**src/rtl/dmem_arb_pkg.sv**
```systemverilog
// rtl/dmem_arb_pkg.sv - shared types and constants for the data-memory arbiter
package dmem_arb_pkg;

  typedef enum logic [1:0] {
    IDLE   = 2'd0,
    CPU_RD = 2'd1,
    DBG_RD = 2'd2
  } state_t;

  localparam int DEF_AW   = 10;
  localparam int DEF_DW   = 32;
  localparam int STARVE_W = 8;

endpackage

```
**src/rtl/arb_starve_cnt.sv**
```systemverilog
// rtl/arb_starve_cnt.sv - saturating wait counter for the debug requester
module arb_starve_cnt
  import dmem_arb_pkg::*;
(
  input  logic                clk,
  input  logic                rst_n,
  input  logic                inc,
  input  logic                clr,
  input  logic [STARVE_W-1:0] lim,
  output logic                hit
);

  logic [STARVE_W-1:0] cnt;

  always_ff @(posedge clk or negedge rst_n) begin
    if (!rst_n) begin
      cnt <= '0;
    end else if (clr) begin
      cnt <= '0;
    end else if (inc && (cnt != lim)) begin
      cnt <= cnt + 1'b1;
    end
  end

  assign hit = (cnt == lim);

endmodule

```
**src/rtl/dmem_arbiter.sv**
```systemverilog
// rtl/dmem_arbiter.sv - CPU/debug arbiter for a single-port 1-cycle-latency data RAM
// Optional stall statistics counter built when DMEM_ARB_STATS_EN is defined.
module dmem_arbiter
  import dmem_arb_pkg::*;
#(
  parameter int AW         = DEF_AW,
  parameter int DW         = DEF_DW,
  parameter int STARVE_LIM = 8
) (
  input  logic          clk,
  input  logic          rst_n,
  input  logic          cpu_req,
  input  logic          cpu_we,
  input  logic [AW-1:0] cpu_addr,
  input  logic [DW-1:0] cpu_wdata,
  output logic [DW-1:0] cpu_rdata,
  output logic          cpu_stall,
  input  logic          dbg_req,
  input  logic [AW-1:0] dbg_addr,
  output logic [DW-1:0] dbg_rdata,
  output logic          dbg_valid,
  output logic          mem_en,
  output logic          mem_we,
  output logic [AW-1:0] mem_addr,
  output logic [DW-1:0] mem_wdata,
  input  logic [DW-1:0] mem_rdata,
  output logic [31:0]   stall_cnt
);

  localparam logic [STARVE_W-1:0] LIM = STARVE_W'(STARVE_LIM);

  state_t        state, state_nxt;
  logic          dbg_grant;
  logic          starve_hit;
  logic          stall_c, en_c, we_c;
  logic [AW-1:0] addr_c;
  logic [DW-1:0] wdata_c, rdata_c;

  always_ff @(posedge clk or negedge rst_n) begin
    if (!rst_n) begin
      state <= IDLE;
    end else begin
      state <= state_nxt;
    end
  end

  always_comb begin
    state_nxt = state;
    dbg_grant = 1'b0;
    stall_c   = 1'b0;
    en_c      = 1'b0;
    we_c      = 1'b0;
    addr_c    = '0;
    wdata_c   = '0;
    rdata_c   = '0;
    case (state)
      IDLE: begin
        if (dbg_req && starve_hit) begin
          dbg_grant = 1'b1;
        end else if (cpu_req) begin
          en_c   = 1'b1;
          we_c   = cpu_we;
          addr_c = cpu_addr;
          if (cpu_we) begin
            wdata_c = cpu_wdata;
          end else begin
            stall_c   = 1'b1;
            state_nxt = CPU_RD;
          end
        end else if (dbg_req) begin
          dbg_grant = 1'b1;
        end
        if (dbg_grant) begin
          en_c      = 1'b1;
          addr_c    = dbg_addr;
          stall_c   = cpu_req;
          state_nxt = DBG_RD;
        end
      end
      CPU_RD: begin
        rdata_c   = mem_rdata;
        state_nxt = IDLE;
      end
      DBG_RD: begin
        stall_c   = cpu_req;
        state_nxt = IDLE;
      end
      default: state_nxt = IDLE;
    endcase
  end

  // Reset must silence the combinational outputs too, not just the state.
  assign cpu_stall = rst_n & stall_c;
  assign mem_en    = rst_n & en_c;
  assign mem_we    = rst_n & we_c;
  assign mem_addr  = rst_n ? addr_c  : '0;
  assign mem_wdata = rst_n ? wdata_c : '0;
  assign cpu_rdata = rst_n ? rdata_c : '0;

  arb_starve_cnt u_starve (
    .clk   (clk),
    .rst_n (rst_n),
    .inc   (dbg_req & ~dbg_grant),
    .clr   (~dbg_req | dbg_grant),
    .lim   (LIM),
    .hit   (starve_hit)
  );

  always_ff @(posedge clk or negedge rst_n) begin
    if (!rst_n) begin
      dbg_rdata <= '0;
      dbg_valid <= 1'b0;
    end else begin
      dbg_valid <= (state == DBG_RD);
      if (state == DBG_RD) begin
        dbg_rdata <= mem_rdata;
      end
    end
  end

`ifdef DMEM_ARB_STATS_EN
  always_ff @(posedge clk or negedge rst_n) begin
    if (!rst_n) begin
      stall_cnt <= '0;
    end else if (cpu_stall && (stall_cnt != 32'hFFFF_FFFF)) begin
      stall_cnt <= stall_cnt + 32'd1;
    end
  end
`else
  assign stall_cnt = '0;
`endif

endmodule

```
**config.mk**
```make
export PLATFORM = sky130hd
export DESIGN_NAME = dmem_arbiter
export DESIGN_NICKNAME = d
export VERILOG_FILES = /design/src/rtl/dmem_arb_pkg.sv /design/src/rtl/arb_starve_cnt.sv /design/src/rtl/dmem_arbiter.sv
export SDC_FILE = /design/constraint.sdc
export NUM_CORES = 1
export LEC_CHECK = 0
export CAP_MARGIN = 20
export CELL_PAD_IN_SITES_DETAIL_PLACEMENT = 1
export CELL_PAD_IN_SITES_GLOBAL_PLACEMENT = 2
export CORE_UTILIZATION = 15
export CTS_CLUSTER_SIZE = 8
export DETAILED_ROUTE_END_ITERATION = 7
export PLACE_DENSITY = 0.8
export SETUP_SLACK_MARGIN = 0.02
export SKIP_CTS_REPAIR_TIMING = 1
export SYNTH_ARGS = -nofsm -noshare
export SYNTH_HDL_FRONTEND = slang
export SYNTH_SLANG_ARGS = --single-unit
```
**constraint.sdc**
```tcl
create_clock -name clk -period 1.9 [get_ports clk]
set_input_delay 0.38 -clock clk [delete_from_list [all_inputs] [get_ports clk]]
set_output_delay 0.38 -clock clk [all_outputs]
set_load 0.03 [all_outputs]
```
==> reports/metrics.csv, run 1 <==
stage,metric,value,unit
status,status,"finished, violations left",
status,violations,setup timing,
placement,dp_hpwl,7.69,mm
drt,dr.pass1.iters,4,
pwr,ir_drop,0.000344,V
placement,portBuffers,198,
drt,routed_wl,9.76,mm
layout,nFillCells,1920,
global_route,grt_max_degree,34,
cts,cts-root-buf,clkbuf_16,
layout,fin_util,0.327,
global_route,grt_first_pass_wirelength,14.5,mm
pwr,p_per_area,710,mW/mm^2
global_route,grt_overflow,0,
sta,fin_crit_sh,1.33,
layout,drive_gt1_frac,0.416,
critical_path,worst_setup_path_start_kind,flip-flop,
critical_path,critPathMaxStageDelay,480,ps
floorplanning,dieArea,0.0182,mm^2
synth,synthArstFlopShare,1.00,
critical_path,worstPathRequired,1520,ps
layout,syn_to_final_growth,113,%
floorplanning,initial_core_util,0.154,
layout,design_area,0.00566,mm^2
sta,fmax,395,MHz
layout,diodes,0,
critical_path,cp_max_fo,5,
floorplanning,dieWidth,135,um
cts,cts_tree,yes,
cts,cts_buffers,5,
drt,via_per_inst,3.88,
critical_path,cp-end-kind,output port,
sta,finalCriticalPeriod,2530,ps
critical_path,worstPathArrival,2150,ps
synth,postSynthCellCount,273,
drt,ant_nets,0,
global_route,antenna_found_initial,0,
critical_path,slowest_stage,or4bb_4,
floorplanning,ios,231,
pwr,power.leakage,2.47,nW
drt,route.detailed.drc,0,
critical_path,ff2ff_setup_slack,30,ps
hold_path,hold_path_class,in2async,
global_route,use_met3,0.0308,
sta,maxSlewViolCount,0,
critical_path,path_cells,inv_2 > ha_4 > or4bb_4 > buf_12 > o21ai_4 > clkbuf_16 > o22ai_4 > buf_12,
floorplanning,core_area,0.0173,mm^2
synth,synth_seq_cells,43,
placement,postPlaceCellArea,0.00509,mm^2
drt,wl_per_cell,13.6,um
floorplanning,die_h,135,um
placement,routabilityCongestion,0.764,
global_route,busiest_layer,met2,
sta,rsz0062_at_grt,true,
sta,fin_ws,-630,ps
drt,first_iter_violations,52,
layout,final_cell_count_no_fill,720,
global_route,met2_usage,0.194,
critical_path,critPathKind,reg2out,
cts,cts_buffer_depth,2,
layout,nets,585,
global_route,met1_usage,0.104,
synth,yosysUniqueCellTypes,38,
pwr,total_power,4.02,mW
synth,syn-cell-area,0.00266,mm^2
synth,synth.area.top_cells,"dfrtp_1 (41%), and2_1 (15%), mux2_2 (14%)",
critical_path,path_buf_inv,4,
run,drv_cap,0,
floorplanning,rows,48,
sta,fin_tns_setup,-25830,ps
sta,finalSetupViolCount,44,
sta,fin_skew,8.23,ps
critical_path,critPathTopFamily,buffers and inverters,
synth,yosysSeqAreaShare,0.405,
synth,syn-mean-instance-area,9.73,um^2
sta,report.final.hold_viol_count,0,
placement,dpl.cell_count,709,
synth,yosys.area.top_type,dfrtp_1,
synth,ys.flop_type,dfrtp_1,
global_route,grt_pass1_vias,2916,
synth,yosysTopAreaCellShare,0.405,
synth,yosysWarningCount,0,
critical_path,critPathMostFrequentCell,buf_12,
cts,cts_sinks,43,
drt,vias,2794,
cts,h-tree-depth,2,
cts,worstSkewPairLatency,290,ps
synth,synth_edf_count,0,
global_route,grt_usage,0.101,
cts,clkTransAtPathRegs,70,ps
[worst register-to-register path, delay by kind of cell (launching register included)]
family        cells  cell delay, ps
buf+inv           2             240
simple gates      3            1000
flops             1             390
fa+ha+maj         1             140
[worst paths after layout]
check / start / end / depth (start not counted)
worst max-delay path: u_starve.cnt[0] / mem_addr[0] / 8
worst min-delay path: rst_n / u_starve.cnt[6] / 2
worst max register to register: u_starve.cnt[0] / state[0] / 6
worst min register to register: dbg_rdata[25] / dbg_rdata[25] / 1
max in group asynchronous: rst_n / dbg_rdata[4] / 3
min in group clk: dbg_rdata[25] / dbg_rdata[25] / 1
[cell usage after synthesis, types with 2 or more instances]
library cell  instances
nand3_1              14
o22ai_1              10
inv_1                16
or3_1                 3
o21a_1                2
clkbuf_1             12
buf_4                32
nand2_1               2
buf_2                 2
o21ai_0               6
nor2_1                5
dfrtp_1              43
xor2_1                2
mux2_2               32
a221oi_1              2
a21oi_1               3
ha_1                  2
o31a_1                2
and2_1               64
[cell type report]
cell class,count,area (um^2),area share
flip-flops and latches,43,1080,0.190
clock inverters,3,67.6,0.0119
inverters,16,60.1,0.0106
repair buffers,229,2420,0.428
clock buffers,5,125,0.0221
well taps,225,282,0.0497
multi-input cells,199,1630,0.288
[flip-flops by register name, summed over array words and instances (netlist names)]
register / count
dbg_rdata: 32
u_starve.cnt: 8
state: 2
dbg_valid: 1
[cell usage in the layout, fill, tap and decap left out, drive strengths merged, types with 2 or more instances in the layout]
cell type	instances
clkdlybuf4s50	119
buf	108
and2	64
dfrtp	43
mux2	32
conb	32
inv	16
nand3	14
o22ai	10
o21ai	7
clkbuf	6
nor2	5
or3	3
a21oi	3
o21a	2
a221oi	2
o31a	2
xor2	2
bufinv	2
nand2	2
ha	2
[metrics by stage]
step | setup slack, ps | hold WS, ps
after global routing | -702 | 87.7
after CTS | -682 | 103
after detailed placement | -651 | 422
final | -630 | 77.0
after global placement | -647 | 423
after floorplan | -309 | 84.4
[per-layer routing]
metal,share of wire,vias to the layer above,wire [um]
li1,-,1293,-
met3,0.11,5,1040
met4,0.0090,0,88
met1,0.37,1325,3620
met5,0,-,0
met2,0.51,171,5020
[cells by family after synthesis]
logic type,Yosys count,synth area share
other cells,1,0.00141
xor+xnor,3,0.00989
buf+inv,62,0.134
compound gates,29,0.0721
simple gates,101,0.233
mux,32,0.136
fa+ha+maj,2,0.00942
flops,43,0.405
[power breakdown]
group	internal (mW)	total (mW)	leakage (nW)	switching, mW
Clock	0.753	1.12	0.0900	0.372
Sequential	1.09	1.18	0.523	0.0849
Combinational	0.820	1.72	1.86	0.897
Total	2.66	4.02	2.47	1.35
No activity file was read; power rests on OpenSTA's default activity.
==> run 2: changes to the inputs <==
--- a/config.mk
+++ b/config.mk
@@ -9,7 +9,6 @@
 export CELL_PAD_IN_SITES_DETAIL_PLACEMENT = 1
 export CELL_PAD_IN_SITES_GLOBAL_PLACEMENT = 2
 export CORE_UTILIZATION = 15
-export CTS_CLUSTER_SIZE = 8
 export DETAILED_ROUTE_END_ITERATION = 7
 export PLACE_DENSITY = 0.8
 export SETUP_SLACK_MARGIN = 0.02
==> results of run 2 <==
No change in the layout: final DEF, timing and power equal those of run 1.
==> run 3: changes to the inputs <==
--- a/config.mk
+++ b/config.mk
@@ -8,9 +8,9 @@
 export CAP_MARGIN = 20
 export CELL_PAD_IN_SITES_DETAIL_PLACEMENT = 1
 export CELL_PAD_IN_SITES_GLOBAL_PLACEMENT = 2
-export CORE_UTILIZATION = 15
+export CORE_UTILIZATION = 16
 export DETAILED_ROUTE_END_ITERATION = 7
-export PLACE_DENSITY = 0.8
+export PLACE_DENSITY_LB_ADDON = 0.1
 export SETUP_SLACK_MARGIN = 0.02
 export SKIP_CTS_REPAIR_TIMING = 1
 export SYNTH_ARGS = -nofsm -noshare
==> constraint.sdc (replaced) <==
create_clock -name clk -period 2.89 [get_ports clk]
set_input_delay 0.578 -clock clk [delete_from_list [all_inputs] [get_ports clk]]
set_output_delay 0.578 -clock clk [all_outputs]
set_load 0.03 [all_outputs]
==> run 3 against run 2 <==
  * Routed wire length is 4.6% lower
  * Critical path depth fell by 1
  * The run now ends clean
  * Largest cell class unchanged
  * Count of clock-buffer cells in the layout up 1
==> reports/metrics.csv, run 3 (synthesis gave the netlist of run 1 again) <==
stage,metric,value,unit
placement,dp_hpwl,7.66,mm
cts,cts_tree,yes,
cts,cts_buffers,5,
pwr,p_int,1.68,mW
layout,largest_register_ffs,32,
pwr,power.leakage,2.22,nW
cts,clkTransAtPathRegs,60,ps
layout,drive_gt1_frac,0.295,
sta,maxSlewViolCount,0,
sta,relSlewSlack,0.616,
layout,fin_util,0.308,
pwr,p_clk_frac,0.287,
pwr,swShare,0.332,
floorplanning,initial_core_util,0.165,
layout,nFillCells,1825,
cts,cts_buffer_depth,2,
cts,cts_sinks,43,
global_route,grt_first_pass_wirelength,13.6,mm
floorplanning,die_h,131,um
sta,finalSetupViolCount,0,
pwr,ir_drop,0.000264,V
sta,report.final.hold_viol_count,0,
sta,max_slew.worst_pin.slew,569,ps
critical_path,worst_setup_path_start_kind,flip-flop,
pwr,power_frac_comb,0.406,
sta,finalCriticalPeriod,2790,ps
drt,route.detailed.drc,0,
global_route,antenna_found_initial,1,
layout,multi_input_area,0.00138,mm^2
floorplanning,dieWidth,131,um
layout,final_common_cell,clkdlybuf4s50_1,
global_route,grt_overflow,0,
cts,worstSkewPairLatency,280,ps
drt,dr.pass1.iters,3,
critical_path,worstPathArrival,2210,ps
critical_path,r2r_start,u_starve.cnt[1],
global_route,grt_usage,0.105,
layout,largest-register,dbg_rdata,
critical_path,cp_max_fo,33,
sta,fin_skew,3.11,ps
critical_path,crit_start,u_starve.cnt[1],
status,status,finished clean,
global_route,grt_pass1_vias,2702,
placement,dpl.cell_count,682,
pwr,pwr-share-seq,0.306,
placement,routabilityCongestion,0.684,
drt,ant_nets,0,
critical_path,worstPathRequired,2310,ps
run,drv_cap,0,
critical_path,r2r_cells,5,
drt,routed_wl,9.31,mm
critical_path,ff2ff_setup_slack,1060,ps
drt,via_per_inst,3.79,
floorplanning,dieArea,0.0171,mm^2
pwr,p_per_area,510,mW/mm^2
sta,fmax,359,MHz
critical_path,cp-end-kind,output port,
cts,h-tree-depth,2,
drt,vias,2620,
pwr,switching_power,0.837,mW
floorplanning,core_area,0.0161,mm^2
drt,wl_per_cell,13.5,um
critical_path,critPathKind,reg2out,
floorplanning,rows,46,
critical_path,setup.worst_path.end,mem_wdata[10],
floorplanning,ios,231,
hold_path,hold_path_class,in2async,
layout,syn_to_final_growth,86.1,%
layout,nets,565,
sta,rsz0062_at_grt,false,
critical_path,r2r-end,u_starve.cnt[6],
placement,portBuffers,198,
layout,largestRegisters,"dbg_rdata x32, u_starve.cnt x8, state x2",
layout,diodes,0,
layout,layout_common_cells,"clkdlybuf4s50_1 (119), buf_4 (80), and2_1 (61), dfrtp_1 (43)",
layout,final_cell_count_no_fill,691,
layout,seqCellArea,0.00108,mm^2
sta,fin_crit_sh,0.964,
global_route,grt_max_degree,34,
cts,cts-root-buf,clkbuf_16,
drt,first_iter_violations,77,
==> run 3: cell count changes in the layout (fill, tap and decap cells not counted), moves of 10 or more <==
cell	delta
buf_6	-79
buf_4	+59
and2_1	+31
and2_4	-31
o22ai_1	+10
o22ai_4	-10
==> run 3: how the worst min path moves through the flow <==
stage | to | cells past startpoint
after floorplan | dbg_rdata[0] | 0
after global placement | dbg_rdata[11] | 1
after detailed placement | dbg_rdata[18] | 1
after CTS | u_starve.cnt[7] | 2
after global routing | u_starve.cnt[7] | 2
final | u_starve.cnt[2] | 2
==> run 3: through the flow <==
step	setup TNS (ps)	hold WS [ps]	setup WS (ps)	power, mW	area, um^2
2_1_floorplan	0	282	334	1.35	2770
3_3_place_gp	-3220	486	-125	1.81	4710
3_5_place_dp	-4290	493	-177	1.82	4710
4_1_cts	-4670	285	-178	2.57	4900
5_1_grt	0	289	5.94	2.65	4940
6_report	0	279	104	2.52	4940
==> run 3: worst max-delay path, cell delays in order (launching register included) <==
cell	delay [ps]
dfrtp_1	380
inv_1	70
ha_1	150
or4bb_4	570
o211a_4	260
buf_12	150
and2_1	160
buf_4	170
==> run 3: layout make-up <==
class                   instances  area share
multi-input cells             199       0.279
clock buffers                   6      0.0261
clock inverters                 2      0.0122
repair buffers                209       0.398
flip-flops and latches         43       0.218
inverters                      16      0.0122
well taps                     216      0.0547
==> run 3: power groups by stage <==
| stage | combinational [mW] | clock, mW | sequential (mW) |
|---|---|---|---|
| floorplan | 0.333 | 0 | 1.01 |
| global placement | 1.03 | 0 | 0.781 |
| detailed placement | 1.03 | 0 | 0.786 |
| CTS | 1.03 | 0.760 | 0.774 |
| global route | 1.08 | 0.779 | 0.788 |
| finish | 1.02 | 0.723 | 0.772 |
==> run 3: layer usage <==
metal	vias to the layer above	part of all wire	global-route usage	routed length [um]
met5	-	0.00097	0	9
met4	2	0.011	0.0304	101
met3	9	0.12	0.0432	1140
met2	159	0.48	0.191	4440
met1	1197	0.39	0.110	3630
li1	1253	-	-	-
